[src/rtl/cla_nibble_serial_ctrl_if.sv]
// Bus bundle for cla_nibble_serial_ctrl: request handshake, result
// handshake, and the nibble-wide pins to the external 4-bit CLA slice.
//
// Handshake rule for both request (in_*) and result (out_*) channels:
// a transfer happens on a rising clk edge where valid && ready are both 1.
// The producer holds its payload stable while valid is high and not yet
// accepted.
// This controller never lowers out_valid without a transfer.
// in_ready does not depend combinationally on in_valid.
interface cla_nibble_serial_ctrl_if #(
  parameter int WIDTH = 16
);
  logic             in_valid;
  logic             in_ready;
  logic [WIDTH-1:0] in_a;
  logic [WIDTH-1:0] in_b;
  logic             in_cin;
  logic             out_valid;
  logic             out_ready;
  logic [WIDTH-1:0] out_sum;
  logic             out_cout;
  logic             out_ovf;
  logic [3:0]       add_a;
  logic [3:0]       add_b;
  logic             add_cin;
  logic [3:0]       add_sum;
  logic             add_cout;

  // Controller side.
  modport slave (
    input  in_valid, in_a, in_b, in_cin, out_ready, add_sum, add_cout,
    output in_ready, out_valid, out_sum, out_cout, out_ovf,
    output add_a, add_b, add_cin
  );

  // Requester / consumer / slice side.
  modport master (
    output in_valid, in_a, in_b, in_cin, out_ready, add_sum, add_cout,
    input  in_ready, out_valid, out_sum, out_cout, out_ovf,
    input  add_a, add_b, add_cin
  );
endinterface

[src/rtl/cla_nibble_serial_ctrl.sv]
// Nibble-serial sequencer for a 4-bit carry-lookahead adder slice.
// A WIDTH-bit request is fed to the slice one nibble per cycle, LSB first.
// The carry is chained through a register, and the assembled sum is
// presented on a valid/ready result channel.
// Optional feature macro: CLA_SERIAL_OVF_EN. When it is defined, a signed
// overflow flag is computed. When it is undefined, out_ovf is tied to 0.
// dbg_state_o exposes the FSM state (0 IDLE, 1 RUN, 2 DONE).
module cla_nibble_serial_ctrl #(
  parameter int WIDTH = 16
) (
  input  logic                     clk,
  input  logic                     rst_n,
  cla_nibble_serial_ctrl_if.slave  bus,
  output logic [1:0]               dbg_state_o
);

  localparam int NIB = WIDTH / 4;
  localparam int IW  = (NIB > 1) ? $clog2(NIB) : 1;

  typedef enum logic [1:0] {
    IDLE = 2'd0,
    RUN  = 2'd1,
    DONE = 2'd2
  } state_t;

  state_t           state_q;
  logic [IW-1:0]    idx_q;
  // Operands hold the nibbles not yet presented. They shift down by 4 bits
  // each RUN cycle.
  logic [WIDTH-1:0] op_a_q;
  logic [WIDTH-1:0] op_b_q;
  logic [WIDTH-1:0] sum_q;
  logic             carry_q;
  logic [3:0]       add_a_q;
  logic [3:0]       add_b_q;
  logic             add_cin_q;
  logic             in_ready_q;
  logic             out_valid_q;
  logic             last_nib;

  assign last_nib = (idx_q == IW'(NIB - 1));

  // Main sequencer: accept, step through the nibbles, then hold the result
  // until it is taken.
  always_ff @(posedge clk or negedge rst_n) begin
    if (!rst_n) begin
      state_q     <= IDLE;
      idx_q       <= '0;
      op_a_q      <= '0;
      op_b_q      <= '0;
      sum_q       <= '0;
      carry_q     <= 1'b0;
      add_a_q     <= 4'h0;
      add_b_q     <= 4'h0;
      add_cin_q   <= 1'b0;
      in_ready_q  <= 1'b1;
      out_valid_q <= 1'b0;
    end else begin
      case (state_q)
        IDLE: begin
          if (bus.in_valid) begin
            // Nibble 0 goes straight to the slice pins.
            // The remaining nibbles wait in op_*.
            add_a_q    <= bus.in_a[3:0];
            add_b_q    <= bus.in_b[3:0];
            add_cin_q  <= bus.in_cin;
            op_a_q     <= bus.in_a >> 4;
            op_b_q     <= bus.in_b >> 4;
            carry_q    <= bus.in_cin;
            idx_q      <= '0;
            sum_q      <= '0;
            in_ready_q <= 1'b0;
            state_q    <= RUN;
          end
        end
        RUN: begin
          sum_q[4*idx_q +: 4] <= bus.add_sum;
          carry_q             <= bus.add_cout;
          if (last_nib) begin
            idx_q       <= '0;
            add_a_q     <= 4'h0;
            add_b_q     <= 4'h0;
            add_cin_q   <= 1'b0;
            out_valid_q <= 1'b1;
            state_q     <= DONE;
          end else begin
            idx_q     <= idx_q + 1'b1;
            add_a_q   <= op_a_q[3:0];
            add_b_q   <= op_b_q[3:0];
            add_cin_q <= bus.add_cout;
            op_a_q    <= op_a_q >> 4;
            op_b_q    <= op_b_q >> 4;
          end
        end
        DONE: begin
          if (bus.out_ready) begin
            out_valid_q <= 1'b0;
            in_ready_q  <= 1'b1;
            state_q     <= IDLE;
          end
        end
        default: begin
          state_q     <= IDLE;
          in_ready_q  <= 1'b1;
          out_valid_q <= 1'b0;
        end
      endcase
    end
  end

`ifdef CLA_SERIAL_OVF_EN
  logic ovf_q;

  // Signed overflow is decided on the top nibble. The sign bits of A and B
  // are add_a_q[3] and add_b_q[3] in the final RUN cycle.
  always_ff @(posedge clk or negedge rst_n) begin
    if (!rst_n) begin
      ovf_q <= 1'b0;
    end else if (state_q == RUN && last_nib) begin
      ovf_q <= (add_a_q[3] == add_b_q[3]) && (bus.add_sum[3] != add_a_q[3]);
    end else if (state_q == DONE && bus.out_ready) begin
      ovf_q <= 1'b0;
    end
  end

  assign bus.out_ovf = ovf_q;
`else
  assign bus.out_ovf = 1'b0;
`endif

  assign bus.in_ready  = in_ready_q;
  assign bus.out_valid = out_valid_q;
  assign bus.out_sum   = sum_q;
  assign bus.out_cout  = carry_q;
  assign bus.add_a     = add_a_q;
  assign bus.add_b     = add_b_q;
  assign bus.add_cin   = add_cin_q;
  assign dbg_state_o   = state_q;

endmodule
[src/flat_wrapper.sv]
// flat-port wrapper written by rule: the top's interface ports become plain ports
module cla_nibble_serial_ctrl_flat 
#(
  parameter int WIDTH = 16
)
  (clk, rst_n, dbg_state_o, bus_in_valid, bus_in_a, bus_in_b, bus_in_cin, bus_out_ready, bus_add_sum, bus_add_cout, bus_in_ready, bus_out_valid, bus_out_sum, bus_out_cout, bus_out_ovf, bus_add_a, bus_add_b, bus_add_cin);
  cla_nibble_serial_ctrl_if #(.WIDTH(WIDTH)) bus_i ();
  input  logic clk;
  input  logic rst_n;
  output logic [1:0] dbg_state_o;
  input wire logic [$bits(bus_i.in_valid)-1:0] bus_in_valid;
  input wire logic [$bits(bus_i.in_a)-1:0] bus_in_a;
  input wire logic [$bits(bus_i.in_b)-1:0] bus_in_b;
  input wire logic [$bits(bus_i.in_cin)-1:0] bus_in_cin;
  input wire logic [$bits(bus_i.out_ready)-1:0] bus_out_ready;
  input wire logic [$bits(bus_i.add_sum)-1:0] bus_add_sum;
  input wire logic [$bits(bus_i.add_cout)-1:0] bus_add_cout;
  output wire logic [$bits(bus_i.in_ready)-1:0] bus_in_ready;
  output wire logic [$bits(bus_i.out_valid)-1:0] bus_out_valid;
  output wire logic [$bits(bus_i.out_sum)-1:0] bus_out_sum;
  output wire logic [$bits(bus_i.out_cout)-1:0] bus_out_cout;
  output wire logic [$bits(bus_i.out_ovf)-1:0] bus_out_ovf;
  output wire logic [$bits(bus_i.add_a)-1:0] bus_add_a;
  output wire logic [$bits(bus_i.add_b)-1:0] bus_add_b;
  output wire logic [$bits(bus_i.add_cin)-1:0] bus_add_cin;
  assign bus_i.in_valid = bus_in_valid;
  assign bus_i.in_a = bus_in_a;
  assign bus_i.in_b = bus_in_b;
  assign bus_i.in_cin = bus_in_cin;
  assign bus_i.out_ready = bus_out_ready;
  assign bus_i.add_sum = bus_add_sum;
  assign bus_i.add_cout = bus_add_cout;
  assign bus_in_ready = bus_i.in_ready;
  assign bus_out_valid = bus_i.out_valid;
  assign bus_out_sum = bus_i.out_sum;
  assign bus_out_cout = bus_i.out_cout;
  assign bus_out_ovf = bus_i.out_ovf;
  assign bus_add_a = bus_i.add_a;
  assign bus_add_b = bus_i.add_b;
  assign bus_add_cin = bus_i.add_cin;
  cla_nibble_serial_ctrl #(.WIDTH(WIDTH)) u_core (.clk(clk), .rst_n(rst_n), .bus(bus_i), .dbg_state_o(dbg_state_o));
endmodule
[config.mk]
export PLATFORM = sky130hd
export DESIGN_NAME = cla_nibble_serial_ctrl_flat
export DESIGN_NICKNAME = d
export VERILOG_FILES = /design/src/rtl/cla_nibble_serial_ctrl_if.sv /design/src/rtl/cla_nibble_serial_ctrl.sv /design/src/flat_wrapper.sv
export SDC_FILE = /design/constraint.sdc
export NUM_CORES = 1
export LEC_CHECK = 0
export CAP_MARGIN = 40
export CORE_ASPECT_RATIO = 0.5
export CORE_MARGIN = 2
export CORE_UTILIZATION = 30
export CTS_CLUSTER_SIZE = 16
export DETAILED_ROUTE_END_ITERATION = 8
export SYNTH_ARGS = -nofsm -noshare
export SYNTH_HDL_FRONTEND = slang
export SYNTH_SLANG_ARGS = --single-unit
[constraint.sdc]
create_clock -name clk -period 1.8 [get_ports clk]
set_clock_uncertainty 0.05 [all_clocks]
set_input_delay 0.45 -clock clk [delete_from_list [all_inputs] [get_ports clk]]
set_output_delay 0.45 -clock clk [all_outputs]
set_load 0.005 [all_outputs]
==> results.json <==
{
  "status": "completed",
  "ant_nets": 0,
  "num_io_pins": 73,
  "die_h_um": 70.5,
  "min_period_ns": 1.78,
  "number_of_antenna_violations_at_the_first_check_in_global_routing": 0,
  "htree_levels": 2,
  "synth-edff-count": 0,
  "critPathArrivalTime_ns": 1.92,
  "die_area_um2": 9660,
  "place_worst_setup_slack_ns": -0.349,
  "synth_cell_type_count": 30,
  "portBuffers": 71,
  "ys.flop_type": "sky130_fd_sc_hd__dfrtp_1",
  "rsz_0062_raised_after_global_routing": "false",
  "clock_tree_from_tritoncts": "built",
  "number_of_global_route_vias_before_repair": 2091,
  "cap_violations": 0,
  "cts_buffer_depth": 2,
  "grt_first_pass_wirelength_mm": 11.0,
  "mappedNetlistArea_um2": 2650,
  "crit_fanout": 8,
  "post_drt_wl_per_cell_um": 16.0,
  "timing.critical_path.to": "u_core.op_b_q[6]",
  "fin_util_pct": 43.7,
  "post_layout_inst_area_um2": 3780,
  "cts.root.buffer_cell": "sky130_fd_sc_hd__clkbuf_16",
  "vias_post_dr": 1946,
  "fillers": 796,
  "crit_path_top_delay_cell": "sky130_fd_sc_hd__clkdlybuf4s50_1",
  "final-setup-viol-count": 0,
  "min-delay-path-class": "flop to flop",
  "timing.final.max_slew_violations": 0,
  "die_x_um": 137,
  "yosysWarningCount": 0,
  "critical_path_startpoint_category": "input port",
  "floorplan.initialDensity_pct": 30.7,
  "rr_endpoint": "u_core.op_b_q[6]",
  "crit_path_max_incr_delay_ns": 0.49,
  "grt_max_degree": 35,
  "numCtsBuffers": 5,
  "maximum_achievable_frequency_mhz": 562,
  "worst_r2r_path_depth": 5,
  "ys_seq_elements": 56,
  "place_area_um2": 3590,
  "detail_route.iter0.violations": 131,
  "power.ir.vdd_worst_mv": 0.628,
  "finalWeightedCongestion": 0.785,
  "async_flop_share_pct": 100,
  "post_route_fraction_of_the_period_consumed_by_the_critical_path_pct": 98.8,
  "end_kind": "flop",
  "dp_hpwl_mm": 4.78,
  "synthToLayoutAreaGrowth_pct": 42.5,
  "core_um2": 8650,
  "syn-instance-count": 209,
  "crit_path_start": "bus_in_valid",
  "holdWs_ns": 0.453,
  "clk_pin_slew_worst_paths_ns": 0.07,
  "finalWorstSetupSlack_ns": 0.0215,
  "via_to_cell_ratio": 4.70,
  "timing.hold.worst.start": "u_core.op_a_q[11]",
  "drcViolationCount": 0,
  "nNetsFinal": 344,
  "global_router_s_overall_resource_usage_pct": 14.8,
  "drive_gt1_share_pct": 24.2,
  "placementRows": 24,
  "finalHoldViolations": 0,
  "rrSetupSlack_ns": 0.10,
  "global_route.overflow_total": 0,
  "syn_nets": 257,
  "path_cells": "clkdlybuf4s50_1, or2b_4, a21o_4, inv_4, mux2_4",
  "synth.avg_cell_area_um2": 12.7,
  "drt_first_pass_iters": 4,
  "setup_tns_ns": 0,
  "power.density_nw_per_um2": 1700,
  "antennaDiodeCount": 0,
  "tritoncts_num_sinks": 56,
  "cellLeakagePower_nw": 1.66,
  "worstSetupPathType": "input port to flop",
  "skew_pair_late_insertion_delay_ns": 0.30,
  "sequential_share_of_the_synthesized_area_pct": 52.9,
  "crit_required_ns": 1.94,
  "routed_wirelength_mm": 6.63,
  "r2r_start": "u_core.idx_q[1]"
}
## worst max-delay path: cells and delay by family
kind,cells,cell delay (ns)
buf+inv,2,0.63
mux,1,0.31
simple gates,1,0.28
compound gates,1,0.24
## stage by stage
stage | std cells | power (mW)
after floorplan | 209 | 4.15
after global placement | 403 | 5.25
after detailed placement | 403 | 5.36
after CTS | 414 | 6.48
after global routing | 414 | 6.86
final | 414 | 6.42
## how the worst min path moves through the flow
stage,endpoint,cells past startpoint,slack [ns]
finish,u_core.op_a_q[11],1,0.45
global route,u_core.op_b_q[11],1,0.48
CTS,u_core.op_a_q[8],1,0.45
detailed placement,u_core.op_a_q[11],1,0.33
global placement,u_core.op_a_q[11],1,0.32
floorplan,u_core.bus.add_a[0],0,0.10
## layout by cell type (no fill, tap or decap), drive strengths merged, types with 9 or more instances in the layout
cell / count
a21oi: 11
a22o: 25
a22oi: 10
buf: 20
clkdlybuf4s50: 68
dfrtp: 55
mux2: 32
nand2: 9
nor2b: 13
o21ai: 11
## cell type report
cell class              instances  area, um^2  area share [%]
flip-flops and latches         56        1400            37.1
multi-input cells             138        1170            30.9
repair buffers                 91         885            23.4
well taps                     117         146            3.87
clock buffers                   6         139            3.67
inverters                       3        18.8           0.496
clock inverters                 2        13.8           0.364
repair inverters                1        6.26           0.165
## cells in the mapped netlist, types with 2 or more instances
cell type,count,area (um^2)
sky130_fd_sc_hd__mux2_2,23,259
sky130_fd_sc_hd__dfrtp_1,55,1380
sky130_fd_sc_hd__o21ai_0,11,55.1
sky130_fd_sc_hd__a22oi_1,10,75.1
sky130_fd_sc_hd__inv_1,2,7.51
sky130_fd_sc_hd__a21o_1,5,37.5
sky130_fd_sc_hd__nand2_1,9,33.8
sky130_fd_sc_hd__buf_2,4,20.0
sky130_fd_sc_hd__nor4b_2,2,30.0
sky130_fd_sc_hd__o31ai_1,2,15.0
sky130_fd_sc_hd__a22o_1,25,219
sky130_fd_sc_hd__mux2_4,9,135
sky130_fd_sc_hd__nand2b_1,2,12.5
sky130_fd_sc_hd__a21oi_1,11,55.1
sky130_fd_sc_hd__ha_1,6,75.1
sky130_fd_sc_hd__nor2b_1,13,81.3
sky130_fd_sc_hd__nor2_1,3,11.3
sky130_fd_sc_hd__clkbuf_1,5,18.8
## state kept, by name, indices dropped and copies added, names as in the netlist
| register | flops |
|---|---|
| u_core.bus.add_a | 4 |
| u_core.bus.add_b | 4 |
| u_core.bus.add_cin | 1 |
| u_core.bus.in_ready | 1 |
| u_core.bus.out_cout | 1 |
| u_core.bus.out_sum | 16 |
| u_core.bus.out_valid | 1 |
| u_core.dbg_state_o | 2 |
| u_core.idx_q | 2 |
| u_core.op_a_q | 12 |
| u_core.op_b_q | 12 |
## repair_timing
action                                  in CTS  in global routing
setup buffers                                1                  0
endpoints found under the hold margin        2                  0
resized for setup                            5                  2
hold buffers                                 1                  0
endpoints found under the setup margin       9                  2
gates cloned                                 1                  0
## power by group
| group | total [mW] | switching (mW) | internal [mW] |
|---|---|---|---|
| clock network | 1.01 | 0.449 | 0.557 |
| logic | 3.26 | 1.37 | 1.89 |
| registers | 2.15 | 0.345 | 1.81 |
## routing by layer
metal	vias to the layer above	GRT usage, %	part of all wire [%]
met2	28	24.3	49
met5	-	0	0
met3	8	3.20	3.0
li1	941	-	-
met4	0	5.04	1.3
met1	969	19.4	47
## kinds of logic (layout without fill, tap and decap cells)
family	after synthesis	count (layout)	synth area share (%)
AND/OR/NAND/NOR	34	34	8.21
flip-flops	56	56	52.9
AO/OA/AOI/OAI	65	65	17.5
multiplexers	32	32	14.9
adder cells (fa/ha/maj)	6	6	2.83
buffers and inverters	15	103	3.54
other	1	1	0.141
(Power assumes the default switching activity.)
==> RTL edit, RTL diff (config.mk and constraints unchanged) <==
`WIDTH` is set to 16 in 3 places; all go to 32.
--- a/src/rtl/cla_nibble_serial_ctrl_if.sv
+++ b/src/rtl/cla_nibble_serial_ctrl_if.sv
@@ -10,3 +10,3 @@
 interface cla_nibble_serial_ctrl_if #(
-  parameter int WIDTH = 16
+  parameter int WIDTH = 32
 );
--- a/src/rtl/cla_nibble_serial_ctrl.sv
+++ b/src/rtl/cla_nibble_serial_ctrl.sv
@@ -8,3 +8,3 @@
 module cla_nibble_serial_ctrl #(
-  parameter int WIDTH = 16
+  parameter int WIDTH = 32
 ) (
--- a/src/flat_wrapper.sv
+++ b/src/flat_wrapper.sv
@@ -3,3 +3,3 @@
 #(
-  parameter int WIDTH = 16
+  parameter int WIDTH = 32
 )
Interface: changed (resized bus_in_a, bus_in_b and bus_out_sum); port bits go from 73 to 121. No check against the original RTL was run, so the function may have changed too.
==> RTL edit against the original RTL <==
Die area is 80% higher. Worst setup slack better by 15 ps. Sequential cell count is 49 higher. Fmax is 0.84% higher. First-iteration DRC count is 130% higher. Wire length is 100% higher. Global-route usage is 0.40 points higher. Synthesized area is 84% higher. Total power is 81% higher. Cell count is 110% higher. Design area is 84% higher. Critical endpoint is now u_core.bus.out_sum[4]. Highest routed layer unchanged.
==> RTL edit: results (changes against the original RTL) <==
Layout
  • Area of the multi-input gates: 2080 sq um (was 1170 sq um)
  • Final core utilization: 0.444 (was 0.437)
  • Fill count: 1540 (was 796)
  • NonClk Buf Share: 0.236 (was 0.234)
  • Ant diodes: 0 (unchanged)
  • Signal inverters: 10 (was 4)
  • Max reg flops: 32 (was 16)
  • Layout net count: 732 (was 344)
  • Count of multi-input combinational gates: 359 (was 138)
  • Sequential share of cell area: 0.378 (was 0.371)
  • Clkbuf count: 11 (was 6)

Clocking
  • Clock latency on the worst-skew pair: 350 ps (was 300 ps)
  • CTS Buf Count: 9 (was 5)

Logic synthesis
  • Mapped Nets: 592 (was 257)
  • Register area share after synthesis: 0.537 (was 0.529)
  • Post-Synth Adder-Cell Area: 0.0179 (was 0.0283)
  • Yosys reg bits: 105 (was 56)
  • Synth area leaders: dfrtp_1, nand2_1, a31oi_1, mux2i_1, nor3_1 (was dfrtp_1, mux2_2, a22o_1, mux2_4, nor2b_1)
  • Most instantiated cells after synthesis: nand2_1, dfrtp_1, nor3_1 (was dfrtp_1, a22o_1, mux2_2)
  • Syn avg cell area: 9.58 sq um (was 12.7 sq um)
  • Multiplexer area fraction after synthesis: 0.0573 (was 0.149)

Power
  • Leak pwr: 3.10 nW (was 1.66 nW)
  • Sw Ratio: 0.381 (was 0.338)
  • Power per cell area: 1670 nW/um^2 (was 1700 nW/um^2)
  • Seq pwr: 0.00396 W (was 0.00215 W)

Placement
  • IO buf count: 119 (was 71)
  • Placed cell count: 851 (was 403)
  • Post-DP Area: 6550 sq um (was 3590 sq um)
  • Placed wire-length estimate: 9430 microns (was 4780 microns)

Worst hold path
  • Hold Crit Start: u_core.op_a_q[3] (was u_core.op_a_q[11])
  • Hold EP: u_core.bus.add_a[3] (was u_core.op_a_q[11])
  • Hold path depth: 2 (was 1)

Worst setup path
  • Reg2reg end: u_core.bus.out_sum[4] (was u_core.op_b_q[6])
  • FF-to-FF setup slack: 40 ps (was 100 ps)
  • Kind of critical path: reg -> reg (was in -> reg)
  • CP max FO: 7 (was 8)
  • Worst r2r path cells: 6 (was 5)

GRT
  • Gr usage total: 0.152 (was 0.148)
  • Largest net degree at the start of global routing: 40 (was 35)
  • Global-route wire length before repair: 21000 microns (was 11000 microns)
  • Vias in the first global route: 4065 (was 2091)

Routing
  • Detailed Route Iter0 Violations: 295 (was 131)
  • DR vias: 4251 (was 1946)
  • Drt total wl: 13400 microns (was 6630 microns)

Timing
  • Peak Freq: 567 MHz (was 562 MHz)
  • Tightest hold margin: 455 ps (was 453 ps)

Run status
  • Outcome: completed (unchanged)
[RTL edit: repair_timing]
item                                   in CTS  in global routing
gates cloned                                0                  0
endpoints found under the hold margin      20                  0
setup buffers                               5                  4
resized for setup                           5                 12
setup endpoints to repair                  66                 74
pin swaps                                   2                  3
hold buffers                                1                  0
[RTL edit: worst max-delay path: stages (launching register included)]
cell     delay [ps]
dfrtp_2         370
inv_1            80
ha_4            180
ha_4            290
o31a_1          260
nand3_2         140
a32o_1          290
[RTL edit: cells by family after synthesis]
kind of cell	count (synthesis)
multiplexers	28
AND/OR/NAND/NOR	238
AO/OA/AOI/OAI	85
other	1
adder cells (fa/ha/maj)	7
flip-flops	105
buffers and inverters	47
[RTL edit: routing by layer]
layer | vias up | wire, microns | GRT usage
met2 | 77 | 6290 | 0.245
met4 | 0 | 119 | 0.0291
met1 | 2102 | 6410 | 0.210
li1 | 2061 | - | -
met5 | - | 0 | 0
met3 | 11 | 530 | 0.0372
